--- src/rtl/seven_pkg.sv ---
// Shared types and constants for the seven-segment scan controller.
package seven_pkg;

  typedef enum logic {SCAN_BLANK, SCAN_SHOW} scan_state_t;

  localparam logic [7:0] CA_OFF = 8'hFF;

  function automatic int max_int(input int a, input int b);
    return (a > b) ? a : b;
  endfunction

endpackage

--- src/rtl/seven_decimal.sv ---
// BCD to seven-segment decoder, active-high: bit 7 = point, bits 6:0 = g..a.
// Codes 10..15 leave the segments dark; the point is always passed through.
module seven_decimal (
  input  logic [3:0] digit,
  input  logic       point,
  output logic [7:0] seg
);

  logic [6:0] segs;

  always_comb begin
    segs = 7'h00;
    case (digit)
      4'd0:    segs = 7'h3F;
      4'd1:    segs = 7'h06;
      4'd2:    segs = 7'h5B;
      4'd3:    segs = 7'h4F;
      4'd4:    segs = 7'h66;
      4'd5:    segs = 7'h6D;
      4'd6:    segs = 7'h7D;
      4'd7:    segs = 7'h07;
      4'd8:    segs = 7'h7F;
      4'd9:    segs = 7'h6F;
      default: segs = 7'h00;
    endcase
  end

  assign seg = {point, segs};

endmodule

--- src/rtl/seven_scan.sv ---
// Time-multiplexed seven-segment scan controller with a double-buffered frame.
// Define SEVEN_SCAN_ZERO_BLANK_EN to suppress leading zeros.
module seven_scan
  import seven_pkg::*;
#(
  parameter int DIGITS       = 8,
  parameter int DWELL_CYCLES = 100000,
  parameter int BLANK_CYCLES = 2000
) (
  input  logic                  clk,
  input  logic                  rst,
  input  logic                  en,
  input  logic                  upd_valid,
  output logic                  upd_ready,
  input  logic [4*DIGITS-1:0]   upd_digits,
  input  logic [DIGITS-1:0]     upd_points,
  input  logic [DIGITS-1:0]     upd_mask,
  output logic [DIGITS-1:0]     an,
  output logic [7:0]            ca,
  output logic                  frame_start
);

  localparam int CNT_W = $clog2(max_int(DWELL_CYCLES, BLANK_CYCLES) + 1);
  localparam int IDX_W = (DIGITS > 1) ? $clog2(DIGITS) : 1;
  localparam logic [CNT_W-1:0] DWELL_LD = CNT_W'(DWELL_CYCLES);
  localparam logic [CNT_W-1:0] BLANK_LD = CNT_W'(BLANK_CYCLES);
  localparam logic [IDX_W-1:0] IDX_LAST = IDX_W'(DIGITS - 1);

  scan_state_t         state_reg, state_next;
  logic [IDX_W-1:0]    idx_reg, idx_next;
  logic [CNT_W-1:0]    cnt_reg, cnt_next;
  logic                restart_reg, restart_next;
  logic                boundary, xfer, accept;

  logic [4*DIGITS-1:0] pend_digits_reg, disp_digits_reg, disp_digits_next;
  logic [DIGITS-1:0]   pend_points_reg, disp_points_reg, disp_points_next;
  logic [DIGITS-1:0]   pend_mask_reg, disp_mask_reg, disp_mask_next;
  logic                pend_full_reg, pend_full_next;

  logic [DIGITS-1:0]   an_reg, an_next;
  logic [7:0]          ca_reg, ca_next;
  logic                fs_reg, fs_next;
  logic                ready_reg;
  logic [7:0]          seg_raw, seg_shown;
  logic                dark;

  // restart_reg marks "next enabled cycle begins a fresh frame" (after reset or en low)
  always_comb begin
    state_next   = state_reg;
    idx_next     = idx_reg;
    cnt_next     = cnt_reg;
    restart_next = 1'b0;
    boundary     = 1'b0;
    fs_next      = 1'b0;
    if (!en) begin
      state_next   = SCAN_BLANK;
      idx_next     = '0;
      cnt_next     = BLANK_LD;
      restart_next = 1'b1;
      boundary     = 1'b1;
    end else if (restart_reg) begin
      idx_next = '0;
      fs_next  = 1'b1;
      boundary = 1'b1;
      if (BLANK_CYCLES > 0) begin
        state_next = SCAN_BLANK;
        cnt_next   = BLANK_LD;
      end else begin
        state_next = SCAN_SHOW;
        cnt_next   = DWELL_LD;
      end
    end else if (cnt_reg > CNT_W'(1)) begin
      cnt_next = cnt_reg - 1'b1;
    end else if (state_reg == SCAN_BLANK) begin
      state_next = SCAN_SHOW;
      cnt_next   = DWELL_LD;
    end else begin
      if (idx_reg == IDX_LAST) begin
        idx_next = '0;
        boundary = 1'b1;
        fs_next  = 1'b1;
      end else begin
        idx_next = idx_reg + 1'b1;
      end
      if (BLANK_CYCLES > 0) begin
        state_next = SCAN_BLANK;
        cnt_next   = BLANK_LD;
      end else begin
        state_next = SCAN_SHOW;
        cnt_next   = DWELL_LD;
      end
    end
  end

  // Pending frame only moves to the display at a boundary, so no frame tears.
  assign accept           = upd_valid & ready_reg;
  assign xfer             = boundary & pend_full_reg;
  assign disp_digits_next = xfer ? pend_digits_reg : disp_digits_reg;
  assign disp_points_next = xfer ? pend_points_reg : disp_points_reg;
  assign disp_mask_next   = xfer ? pend_mask_reg   : disp_mask_reg;
  assign pend_full_next   = accept ? 1'b1 : (xfer ? 1'b0 : pend_full_reg);

`ifdef SEVEN_SCAN_ZERO_BLANK_EN
  logic [DIGITS-1:0] supp_reg, supp_calc, supp_next;
  logic              seen;

  always_comb begin
    supp_calc = '0;
    seen      = 1'b0;
    for (int i = DIGITS - 1; i >= 1; i--) begin
      supp_calc[i] = !seen && (disp_digits_next[4*i +: 4] == 4'd0);
      if (disp_mask_next[i] && (disp_digits_next[4*i +: 4] != 4'd0))
        seen = 1'b1;
    end
  end

  assign supp_next = boundary ? supp_calc : supp_reg;
  assign dark      = supp_next[idx_next];

  always_ff @(posedge clk or posedge rst) begin
    if (rst) supp_reg <= '0;
    else     supp_reg <= supp_next;
  end
`else
  assign dark = 1'b0;
`endif

  seven_decimal u_dec (
    .digit (disp_digits_next[idx_next*4 +: 4]),
    .point (disp_points_next[idx_next]),
    .seg   (seg_raw)
  );

  assign seg_shown = {seg_raw[7], dark ? 7'h00 : seg_raw[6:0]};

  // Outputs are computed from the next state so they line up with the registered state.
  always_comb begin
    an_next = '1;
    ca_next = CA_OFF;
    if (en && state_next == SCAN_SHOW) begin
      if (disp_mask_next[idx_next])
        an_next = ~(DIGITS'(1) << idx_next);
      ca_next = ~seg_shown;
    end
  end

  always_ff @(posedge clk or posedge rst) begin
    if (rst) begin
      state_reg       <= SCAN_BLANK;
      idx_reg         <= '0;
      cnt_reg         <= '0;
      restart_reg     <= 1'b1;
      pend_digits_reg <= '0;
      pend_points_reg <= '0;
      pend_mask_reg   <= '0;
      pend_full_reg   <= 1'b0;
      disp_digits_reg <= '0;
      disp_points_reg <= '0;
      disp_mask_reg   <= '0;
      ready_reg       <= 1'b1;
      an_reg          <= '1;
      ca_reg          <= CA_OFF;
      fs_reg          <= 1'b0;
    end else begin
      state_reg       <= state_next;
      idx_reg         <= idx_next;
      cnt_reg         <= cnt_next;
      restart_reg     <= restart_next;
      if (accept) begin
        pend_digits_reg <= upd_digits;
        pend_points_reg <= upd_points;
        pend_mask_reg   <= upd_mask;
      end
      pend_full_reg   <= pend_full_next;
      disp_digits_reg <= disp_digits_next;
      disp_points_reg <= disp_points_next;
      disp_mask_reg   <= disp_mask_next;
      ready_reg       <= ~pend_full_next;
      an_reg          <= an_next;
      ca_reg          <= ca_next;
      fs_reg          <= fs_next;
    end
  end

  assign an          = an_reg;
  assign ca          = ca_reg;
  assign frame_start = fs_reg;
  assign upd_ready   = ready_reg;

endmodule

--- config.mk ---
export PLATFORM = sky130hd
export DESIGN_NAME = seven_scan
export DESIGN_NICKNAME = d
export VERILOG_FILES = /design/src/rtl/seven_pkg.sv /design/src/rtl/seven_decimal.sv /design/src/rtl/seven_scan.sv
export SDC_FILE = /design/constraint.sdc
export NUM_CORES = 1
export LEC_CHECK = 0
export ABC_CLOCK_PERIOD_IN_PS = 10800
export CAP_MARGIN = 25
export CELL_PAD_IN_SITES_DETAIL_PLACEMENT = 1
export CELL_PAD_IN_SITES_GLOBAL_PLACEMENT = 2
export CORE_AREA = 10 10 155 157
export DETAILED_ROUTE_END_ITERATION = 6
export DIE_AREA = 0 0 165 167
export GPL_ROUTABILITY_DRIVEN = 0
export PLACE_DENSITY = 0.73
export SYNTH_ARGS = -nofsm -noshare
export SYNTH_HDL_FRONTEND = slang
export SYNTH_HIERARCHICAL = 1
export SYNTH_SLANG_ARGS = --single-unit
--- constraint.sdc ---
create_clock -name clk -period 10.8 [get_ports clk]
set_input_delay 1.08 -clock clk [delete_from_list [all_inputs] [get_ports clk]]
set_output_delay 1.08 -clock clk [all_outputs]
set_load 0.005 [all_outputs]
==> impl_metrics.yaml <==
status:
  status: "finished clean"
yosys:
  synth_warnings: 6
  synth.most_common_cell: "dfrtp_1"
  synth_nets: 598
  netlist_area_um2: 6183
  syn_avg_cell_area_um2: 11.54
  async_reset_ff_share_pct: 100.0
  ys.flop_type: "dfrtp_1"
  synthTopCellsByArea: "dfrtp_1 (48%), mux2_2 (12%), dfstp_2 (7.6%)"
  synth_edf_count: 0
  ys_types: 65
  seq_area_frac_synth_pct: 55.81
  yosys-top-cells-count: "dfrtp_1 (119), nand2_1 (87), mux2_2 (67), nor2_1 (37), inv_1 (20)"
  ys_ff_latch: 137
  synthCells: 536
  yosysTopAreaCell: "dfrtp_1"
  synth_top_area_share_pct: 48.16
critical_path:
  critical_path.startpoint: "cnt_reg[11]"
  cpMaxStageDelayCell: "o41a_2"
  r2r_start: "cnt_reg[11]"
  required_ns: 11.16
  cp_max_fo: 27
  end_kind: "flip-flop"
  reg2reg_depth: 14
  crit_chain: "or4_4 > or3_4 > o41a_2 > buf_4 > mux2_1 > nand2b_1 > a32oi_1 > nand3_1 > inv_2 > ha_1 > nor2_1 > a21oi_1 > o22ai_1 > nand2_1"
  crit_path_max_incr_delay_ns: 0.76
  timing.rr.end: "ca[0]"
  ff2ff_setup_slack_ns: 6.45
  crit_end: "ca[0]"
  crit_type: "reg2reg"
  start_kind: "flip-flop"
  cp.arrival_ns: 4.71
layout:
  layout.nets: 667
  num_antenna_cells: 0
  syn_to_final_growth_pct: 27.18
  fin_util_pct: 37.77
  final_area_um2: 7864
  drive_above_1_share_pct: 22.85
clock_network:
  cts_tree: "built"
  postCtsHoldBufs: 0
  clockBufferDepth: 2
  cts_root_buffer: "clkbuf_16"
  h-tree-depth: 4
  cts_inserted_buffers: 17
  cts-resized-gates: 0
  postCtsSetupBuffers: 0
  cts_sinks: 137
  clock_latency_ns: 0.43
  clk_pin_slew_ns: 0.06
timing:
  setup_tns_ns: 0
  setup_violations: 0
  hold_viol: 0
  post-route-min-period_ns: 4.351
  worst_pin_slew_ns: 1.031
  final.period_utilization_pct: 40.29
  skew_ns: 0.009544
  clock.fmax_mhz: 229.8
  rsz0062_at_grt: "no"
  slew_headroom_pct: 31.24
  finalMaxSlewViolations: 0
global_routing:
  grt_max_degree: 72
  grt_usage_pct: 12.10
  overflow: 0
  grt_pass1_vias: 4768
  grt_antenna_before_repair: 0
  grt_pass1_wl_um: 26130
drt:
  wl_per_cell_um: 17.67
  drtIter0Drc: 175
  route.vias.total: 4232
  wirelength_um: 15760
  final_antenna_net_count: 0
  drc: 0
  via_per_inst: 4.744
  first_pass_iters: 4
pwr:
  finalPower_mw: 1.618
  ir_drop_v: 0.0001305
  power_density_nw_per_um2: 205.8
  p_leak_nw: 3.334
min_path:
  hold_path_class: "reg2reg"
placement:
  hpwlAfterDp_um: 11310
  dpl-instance-area_um2: 7142
  io_buffers: 69
die:
  rows: 53
  die_width_um: 165
  fp.dieH_um: 167
  die_area_um2: 27560
  initial_core_util_pct: 29.70
  ios: 70
  core_area_um2: 20820
job:
  maxCapViolations: 0
routing by layer:
| metal | global-route usage, % | vias to the layer above | routed length (µm) |
|---|---|---|---|
| li1 | - | 1981 | - |
| met1 | 14.95 | 2172 | 7212 |
| met2 | 19.44 | 60 | 7687 |
| met3 | 3.452 | 19 | 531 |
| met4 | 4.622 | 0 | 328 |
| met5 | 0 | - | 0 |
area by class of cell:
cell class / count / area (µm²)
flip-flops and latches: 137 / 3451
repair buffers: 76 / 743.2
fillers: 2263 / 12960
well taps: 275 / 344.1
clock buffers: 20 / 456.7
inverters: 23 / 91.34
clock inverters: 11 / 265.3
multi-input cells: 350 / 2512
power breakdown:
group	switching, mW	internal [mW]	leakage, nW
combinational	0.126	0.128	1.38
sequential	0.0458	0.606	1.61
clock	0.221	0.492	0.347
total	0.392	1.23	3.33
worst max-delay path, delay by kind of cell (launching register included):
family,cells,cell delay (ns)
simple gates,6,1.52
compound gates,4,1.27
buf+inv,2,0.55
flops,1,0.41
mux,1,0.35
fa+ha+maj,1,0.17
how the worst min path moves through the flow:
stage	startpoint	endpoint	slack, ns	depth (start not counted)
after global routing	disp_points_reg[5]	disp_points_reg[5]	0.49	2
after detailed placement	disp_points_reg[5]	disp_points_reg[5]	0.46	2
after floorplan	disp_digits_reg[13]	disp_digits_reg[13]	0.43	2
final	pend_digits_reg[5]	disp_digits_reg[5]	0.46	2
after global placement	disp_points_reg[5]	disp_points_reg[5]	0.46	2
after CTS	pend_digits_reg[5]	disp_digits_reg[5]	0.47	2
through the flow:
stage	hold slack [ns]	instances	setup WS, ns
floorplan	0.4323	536	6.082
global placement	0.4565	861	6.173
detailed placement	0.4591	861	6.013
CTS	0.4706	892	6.426
global route	0.4866	892	6.088
finish	0.4613	892	6.449
cell usage in the layout, fill, tap and decap left out, types with 3 or more instances in the layout:
| cell | count |
|---|---|
| dfstp_2 | 18 |
| a21boi_0 | 3 |
| xnor2_1 | 11 |
| o2111ai_1 | 4 |
| bufinv_16 | 8 |
| mux2i_1 | 12 |
| xor2_1 | 3 |
| nor3_1 | 11 |
| dfrtp_1 | 119 |
| a31oi_1 | 3 |
| nor4_1 | 7 |
| ha_1 | 10 |
| nand2_1 | 86 |
| clkdlybuf4s50_1 | 69 |
| nand3_1 | 3 |
| nor2b_1 | 3 |
| mux2_2 | 67 |
| inv_1 | 19 |
| o22ai_1 | 5 |
| clkbuf_16 | 17 |
| or3_1 | 5 |
| nor3b_1 | 5 |
| a21oi_1 | 6 |
| o2bb2ai_1 | 3 |
| nand2b_1 | 4 |
| buf_4 | 7 |
| nor2_1 | 37 |
| o21ai_0 | 17 |
kinds of logic after synthesis:
logic type	count (synthesis)	share of synthesized area [%]
AND/OR/NAND/NOR	177	13.56
flip-flops	137	55.81
multiplexers	82	14.93
AO/OA/AOI/OAI	67	7.891
buffers and inverters	49	3.804
XOR/XNOR	14	1.983
adder cells (fa/ha/maj)	10	2.023
Power figures use the tool's default switching activity.
